### src/rtl/parity_serial_tx_pkg.sv
// Shared types for the parity serial transmitter: FSM state encoding and default payload width.
package parity_pkg;

  localparam int DATA_W_DEFAULT = 8;

  typedef enum logic [2:0] {
    ST_IDLE   = 3'd0,
    ST_START  = 3'd1,
    ST_DATA   = 3'd2,
    ST_PARITY = 3'd3,
    ST_STOP   = 3'd4
  } state_t;

endpackage

### src/rtl/parity_serial_tx_if.sv
// Payload handshake plus serial line/status bundle for parity_serial_tx.
interface parity_serial_tx_if
  import parity_pkg::*;
#(
  parameter int DATA_W = DATA_W_DEFAULT
);

  logic [DATA_W-1:0] data_in;
  logic              in_valid;
  logic              in_ready;
  logic              tx;
  logic              busy;
  logic              tx_done;

  modport master (
    output data_in, in_valid,
    input  in_ready, tx, busy, tx_done
  );

  modport slave (
    input  data_in, in_valid,
    output in_ready, tx, busy, tx_done
  );

endinterface

### src/rtl/parity_serial_tx_baud_tick.sv
// Bit-period counter: tick_o is high in the last cycle of each CLKS_PER_BIT-long bit.
// Counter sits at 0 while not running and restarts from 0 on frame accept.
module parity_baud_tick #(
  parameter int CLKS_PER_BIT = 4
) (
  input  logic clk,
  input  logic rst,
  input  logic run_i,
  input  logic restart_i,
  output logic tick_o
);

  localparam int              CNT_W = 16;
  localparam logic [CNT_W-1:0] LAST = CNT_W'(CLKS_PER_BIT - 1);

  logic [CNT_W-1:0] cnt_q;
  logic [CNT_W-1:0] cnt_d;

  assign tick_o = run_i && (cnt_q == LAST);

  always_comb begin
    cnt_d = cnt_q;
    if (restart_i || !run_i) begin
      cnt_d = '0;
    end else if (tick_o) begin
      cnt_d = '0;
    end else begin
      cnt_d = cnt_q + CNT_W'(1);
    end
  end

  always_ff @(posedge clk or posedge rst) begin
    if (rst) begin
      cnt_q <= '0;
    end else begin
      cnt_q <= cnt_d;
    end
  end

endmodule

### src/rtl/parity_serial_tx.sv
// Serial transmitter: start, DATA_W bits LSB first, parity, stop; start bit appears the cycle after accept.
// Accepts only in IDLE; define PARITY_TX_ODD_EN for odd parity (default even).
module parity_serial_tx
  import parity_pkg::*;
#(
  parameter int CLKS_PER_BIT = 4,
  parameter int DATA_W       = DATA_W_DEFAULT
) (
  input logic              clk,
  input logic              rst,
  parity_serial_tx_if.slave bus
);

  localparam int              IDX_W    = (DATA_W > 1) ? $clog2(DATA_W) : 1;
  localparam logic [IDX_W-1:0] IDX_LAST = IDX_W'(DATA_W - 1);

`ifdef PARITY_TX_ODD_EN
  localparam logic PAR_INV = 1'b1;
`else
  localparam logic PAR_INV = 1'b0;
`endif

  state_t            state_q, state_d;
  logic [DATA_W-1:0] data_q, data_d;
  logic              par_q, par_d;
  logic [IDX_W-1:0]  idx_q, idx_d;
  logic              done_q, done_d;
  logic              accept;
  logic              bit_tick;

  assign accept = (state_q == ST_IDLE) && bus.in_valid;

  parity_baud_tick #(
    .CLKS_PER_BIT(CLKS_PER_BIT)
  ) u_baud_tick (
    .clk      (clk),
    .rst      (rst),
    .run_i    (state_q != ST_IDLE),
    .restart_i(accept),
    .tick_o   (bit_tick)
  );

  always_ff @(posedge clk or posedge rst) begin
    if (rst) begin
      state_q <= ST_IDLE;
    end else begin
      state_q <= state_d;
    end
  end

  always_comb begin
    state_d = state_q;
    case (state_q)
      ST_IDLE:   if (accept) state_d = ST_START;
      ST_START:  if (bit_tick) state_d = ST_DATA;
      ST_DATA:   if (bit_tick && (idx_q == IDX_LAST)) state_d = ST_PARITY;
      ST_PARITY: if (bit_tick) state_d = ST_STOP;
      ST_STOP:   if (bit_tick) state_d = ST_IDLE;
      default:   state_d = ST_IDLE;
    endcase
  end

  // Payload and its parity are frozen at accept so later data_in changes cannot leak into the frame.
  always_comb begin
    data_d = data_q;
    par_d  = par_q;
    idx_d  = idx_q;
    done_d = (state_q == ST_STOP) && bit_tick;
    if (accept) begin
      data_d = bus.data_in;
      par_d  = (^bus.data_in) ^ PAR_INV;
    end
    if ((state_q == ST_DATA) && bit_tick) begin
      idx_d = (idx_q == IDX_LAST) ? '0 : idx_q + IDX_W'(1);
    end
  end

  always_ff @(posedge clk or posedge rst) begin
    if (rst) begin
      data_q <= '0;
      par_q  <= 1'b0;
      idx_q  <= '0;
      done_q <= 1'b0;
    end else begin
      data_q <= data_d;
      par_q  <= par_d;
      idx_q  <= idx_d;
      done_q <= done_d;
    end
  end

  always_comb begin
    bus.in_ready = (state_q == ST_IDLE);
    bus.busy     = (state_q != ST_IDLE);
    bus.tx_done  = done_q;
    case (state_q)
      ST_START:  bus.tx = 1'b0;
      ST_DATA:   bus.tx = data_q[idx_q];
      ST_PARITY: bus.tx = par_q;
      default:   bus.tx = 1'b1;
    endcase
  end

endmodule

### src/flat_wrapper.sv
// flat-port wrapper written by rule: the top's interface ports become plain ports
module parity_serial_tx_flat import parity_pkg::*;
#(
  parameter int CLKS_PER_BIT = 4,
  parameter int DATA_W       = DATA_W_DEFAULT
)
  (clk, rst, bus_data_in, bus_in_valid, bus_in_ready, bus_tx, bus_busy, bus_tx_done);
  parity_serial_tx_if #(.DATA_W(DATA_W)) bus_i ();
  input logic clk;
  input logic rst;
  input wire logic [$bits(bus_i.data_in)-1:0] bus_data_in;
  input wire logic [$bits(bus_i.in_valid)-1:0] bus_in_valid;
  output wire logic [$bits(bus_i.in_ready)-1:0] bus_in_ready;
  output wire logic [$bits(bus_i.tx)-1:0] bus_tx;
  output wire logic [$bits(bus_i.busy)-1:0] bus_busy;
  output wire logic [$bits(bus_i.tx_done)-1:0] bus_tx_done;
  assign bus_i.data_in = bus_data_in;
  assign bus_i.in_valid = bus_in_valid;
  assign bus_in_ready = bus_i.in_ready;
  assign bus_tx = bus_i.tx;
  assign bus_busy = bus_i.busy;
  assign bus_tx_done = bus_i.tx_done;
  parity_serial_tx #(.CLKS_PER_BIT(CLKS_PER_BIT), .DATA_W(DATA_W)) u_core (.clk(clk), .rst(rst), .bus(bus_i));
endmodule
### config.mk
export PLATFORM = sky130hd
export DESIGN_NAME = parity_serial_tx_flat
export DESIGN_NICKNAME = d
export VERILOG_FILES = /design/src/rtl/parity_serial_tx_pkg.sv /design/src/rtl/parity_serial_tx_if.sv /design/src/rtl/parity_serial_tx_baud_tick.sv /design/src/rtl/parity_serial_tx.sv /design/src/flat_wrapper.sv
export SDC_FILE = /design/constraint.sdc
export NUM_CORES = 1
export LEC_CHECK = 0
export BUFFER_PORTS_ARGS = -buffer_cell sky130_fd_sc_hd__buf_2
export CORE_MARGIN = 2
export CORE_UTILIZATION = 40
export DETAILED_ROUTE_END_ITERATION = 16
export GPL_TIMING_DRIVEN = 1
export SETUP_SLACK_MARGIN = 0.4
export SKIP_LAST_GASP = 1
export SLEW_MARGIN = 10
export SYNTH_ARGS = -nofsm -noshare
export SYNTH_HDL_FRONTEND = slang
export SYNTH_SLANG_ARGS = --single-unit
### constraint.sdc
create_clock -name clk -period 1.6 [get_ports clk]
set_input_delay 0.16 -clock clk [delete_from_list [all_inputs] [get_ports clk]]
set_output_delay 0.16 -clock clk [all_outputs]
set_load 0.03 [all_outputs]
==> impl_metrics.toml <==
[run_status]
status = "complete, but fails checks"
violations = "setup timing"

[global_route]
grt_util_met2 = 0.346
grt_first_pass_wirelength_um = 6380
busiest_layer = "met2"
grtUsageTotal = 0.194
grt_start_max_net_pins = 33
grtUsageMet1 = 0.218
antenna_found_initial = 0
grt_pass1_vias = 1385
use_met3 = 0.0500
overflow = 0

[power]
p_comb_frac = 0.289
clock_power_share = 0.296
power_mw = 2.15
leakage_nw = 1.13
internal_power_mw = 1.54
p_per_area_mw_per_mm2 = 832
swShare = 0.283
p_sw_uw = 609
vdd_ir_drop_max_mv = 0.544
power_frac_seq = 0.416

[synthesis]
synth_top_area_share = 0.497
yosys_warnings = 0
netlist_area_sq_mm = 0.00161
async_flop_share = 1.00
synth-edff-count = 0
syn-num-nets = 157
synthFlopType = "dfrtp_1"
synth-seq-cells = 32
synthTopCellsByCount = "dfrtp_1 (32), nor2_1 (16), mux2_2 (11), xnor2_1 (11), xor2_1 (7)"
ys_seq_area_frac = 0.497
syn-instance-count = 143
synth_top_cell_by_area = "dfrtp_1"
syn_area_per_cell_sq_um = 11.3
synthTopCellsByArea = "dfrtp_1 (50%), mux2_2 (7.7%), xnor2_1 (6.0%)"
synth.most_common_cell = "dfrtp_1"
yosysUniqueCellTypes = 35

[route]
drt-total-wl_um = 4150
wl_per_cell_um = 16.1
dr.pass1.iters = 4
vias = 1362
drc = 0
avgViaCountPerCell = 5.30
drtIter0Drc = 37
antenna_left = 0

[layout]
diodes = 0
drive_gt1_frac = 0.594
fin_util = 0.656
area_delta_synth_final_pct = 60.4
finalNonFillerCells = 257
nets = 220
design_area_sq_mm = 0.00258

[worst_hold_path]
hold_path_class = "in2reg"
worstHoldStart = "bus_data_in[5]"

[critical_path]
cp_max_fo = 3
slowest_delay_ns = 0.52
cp.arrival_ns = 1.91
critPathKind = "reg2out"
reg2reg_from = "u_core.u_baud_tick.cnt_q[11]$_DFF_PP0_"
reg2reg_to = "u_core.idx_q[0]$_DFFE_PP0P_"
r2r_cells = 4
path_cells = "mux4_2 > mux2i_1 > a21oi_1 > a311o_1 > buf_6"
cp-start-kind = "flop"
end_kind = "primary output"
rrSetupSlack_ns = -0.12
cp.required_ns = 1.44
slowest_stage = "mux4_2"
crit_path_end = "bus_tx"
crit_start = "u_core.idx_q[0]$_DFFE_PP0P_"

[floorplan]
coreArea_sq_mm = 0.00394
fp.dieArea_sq_mm = 0.00455
fp.dieH_um = 67.5
die_x_um = 67.5
initial_utilization = 0.409
ioPinCount = 15
fp-row-count = 23

[clock_tree]
cts_tree = "yes"
clk_path_buf_depth = 2
worstSkewPairLatency_ns = 0.28
h-tree-depth = 2
cts_buffers = 5
cts_root_buffer = "clkbuf_8"
clk_pin_slew_ns = 0.06
cts_sinks = 32

[sta]
finalCritPeriodShare = 1.29
slew_viol_final = 0
max_freq_mhz = 483
slew_headroom = 0.716
period_minus_slack_ns = 2.07
hold_viol_final = 0
skew_ns = 0.00347
finalSetupViolCount = 6
setup_ws_ns = -0.468
tightest_slew_ns = 0.426
rsz0062_at_grt = "yes"

[place]
port_buffers = 14
dpl.hpwl_um = 2580
placed_cells = 236
placedInstanceArea_sq_mm = 0.00209
gp_congestion = 0.742
preCtsSetupSlack_ns = -0.179

[run]
maxCapViolCount = 0
==> cells by family after synthesis <==
group / synth area share
simple gates: 0.195
mux: 0.117
fa+ha+maj: 0.0233
compound gates: 0.0458
buf+inv: 0.0241
flops: 0.497
xor+xnor: 0.0978
==> through the flow <==
stage          setup TNS, ns  hold slack (ns)
3_3_place_gp          -0.261            0.259
6_report              -0.758            0.135
5_1_grt                -1.39            0.132
2_1_floorplan          -1.08            0.276
3_5_place_dp          -0.404            0.268
4_1_cts               -0.716            0.124
==> area by class of cell <==
| type | instances | area (sq um) |
|---|---|---|
| clock buffers | 8 | 90.1 |
| fillers | 288 | 1360 |
| inverters | 6 | 27.5 |
| multi-input cells | 103 | 1120 |
| flip-flops and latches | 32 | 803 |
| well taps | 50 | 62.6 |
| repair buffers | 58 | 485 |
==> repair_timing <==
action,in CTS,in global routing
endpoints found under the hold margin,32,0
resized for setup,19,48
setup endpoints to repair,35,35
hold buffers,1,0
pin swaps,4,20
gates cloned,1,1
setup buffers,9,1
==> layout by cell type, fill, tap and decap left out, types with 4 or more instances in the layout <==
cell      instances
buf_4            33
dfrtp_1          30
buf_2            11
mux2_4           10
nor2_4           10
xnor2_1          10
buf_6            10
clkbuf_8          6
inv_1             5
nand4_1           5
nor4_4            4
nand2_1           4
==> worst max-delay path, delay by kind of cell, from the launching register on <==
| kind | cells | cell delay (ns) |
|---|---|---|
| buffers and inverters | 1 | 0.14 |
| flip-flops | 1 | 0.41 |
| multiplexers | 2 | 0.70 |
| AO/OA/AOI/OAI | 2 | 0.38 |
==> per-layer routing <==
layer,wire length (um),share of wire,vias up
li1,-,-,635
met1,1580,0.38,698
met4,80,0.019,0
met5,0,0,-
met3,109,0.026,9
met2,2380,0.57,20
==> power by group through the flow <==
stage          combinational, mW  sequential (mW)  clock, mW
2_1_floorplan              0.265            0.907          0
3_3_place_gp               0.426            0.907          0
3_5_place_dp               0.439            0.907          0
4_1_cts                    0.496            0.894      0.659
5_1_grt                    0.663            0.900      0.694
6_report                   0.621            0.894      0.637
==> worst min-delay path by stage <==
stage                                        endpoint  slack [ns]  cells after the start
6_report                 u_core.data_q[5]$_DFFE_PP0P_        0.14                      2
5_1_grt                  u_core.data_q[6]$_DFFE_PP0P_        0.13                      2
4_1_cts                  u_core.data_q[6]$_DFFE_PP0P_        0.12                      2
3_5_place_dp   u_core.u_baud_tick.cnt_q[11]$_DFF_PP0_        0.27                      3
3_3_place_gp   u_core.u_baud_tick.cnt_q[11]$_DFF_PP0_        0.26                      3
2_1_floorplan            u_core.bus.tx_done$_DFF_PP0_        0.28                      1
==> sequential cells by signal, summed over array words and instances (netlist names) <==
register	cells
u_core.idx_q	3
u_core.par_q	1
u_core.data_q	8
u_core.u_baud_tick.cnt_q	16
u_core.state_q	3
u_core.bus.tx_done	1
(Power assumes the default switching activity.)
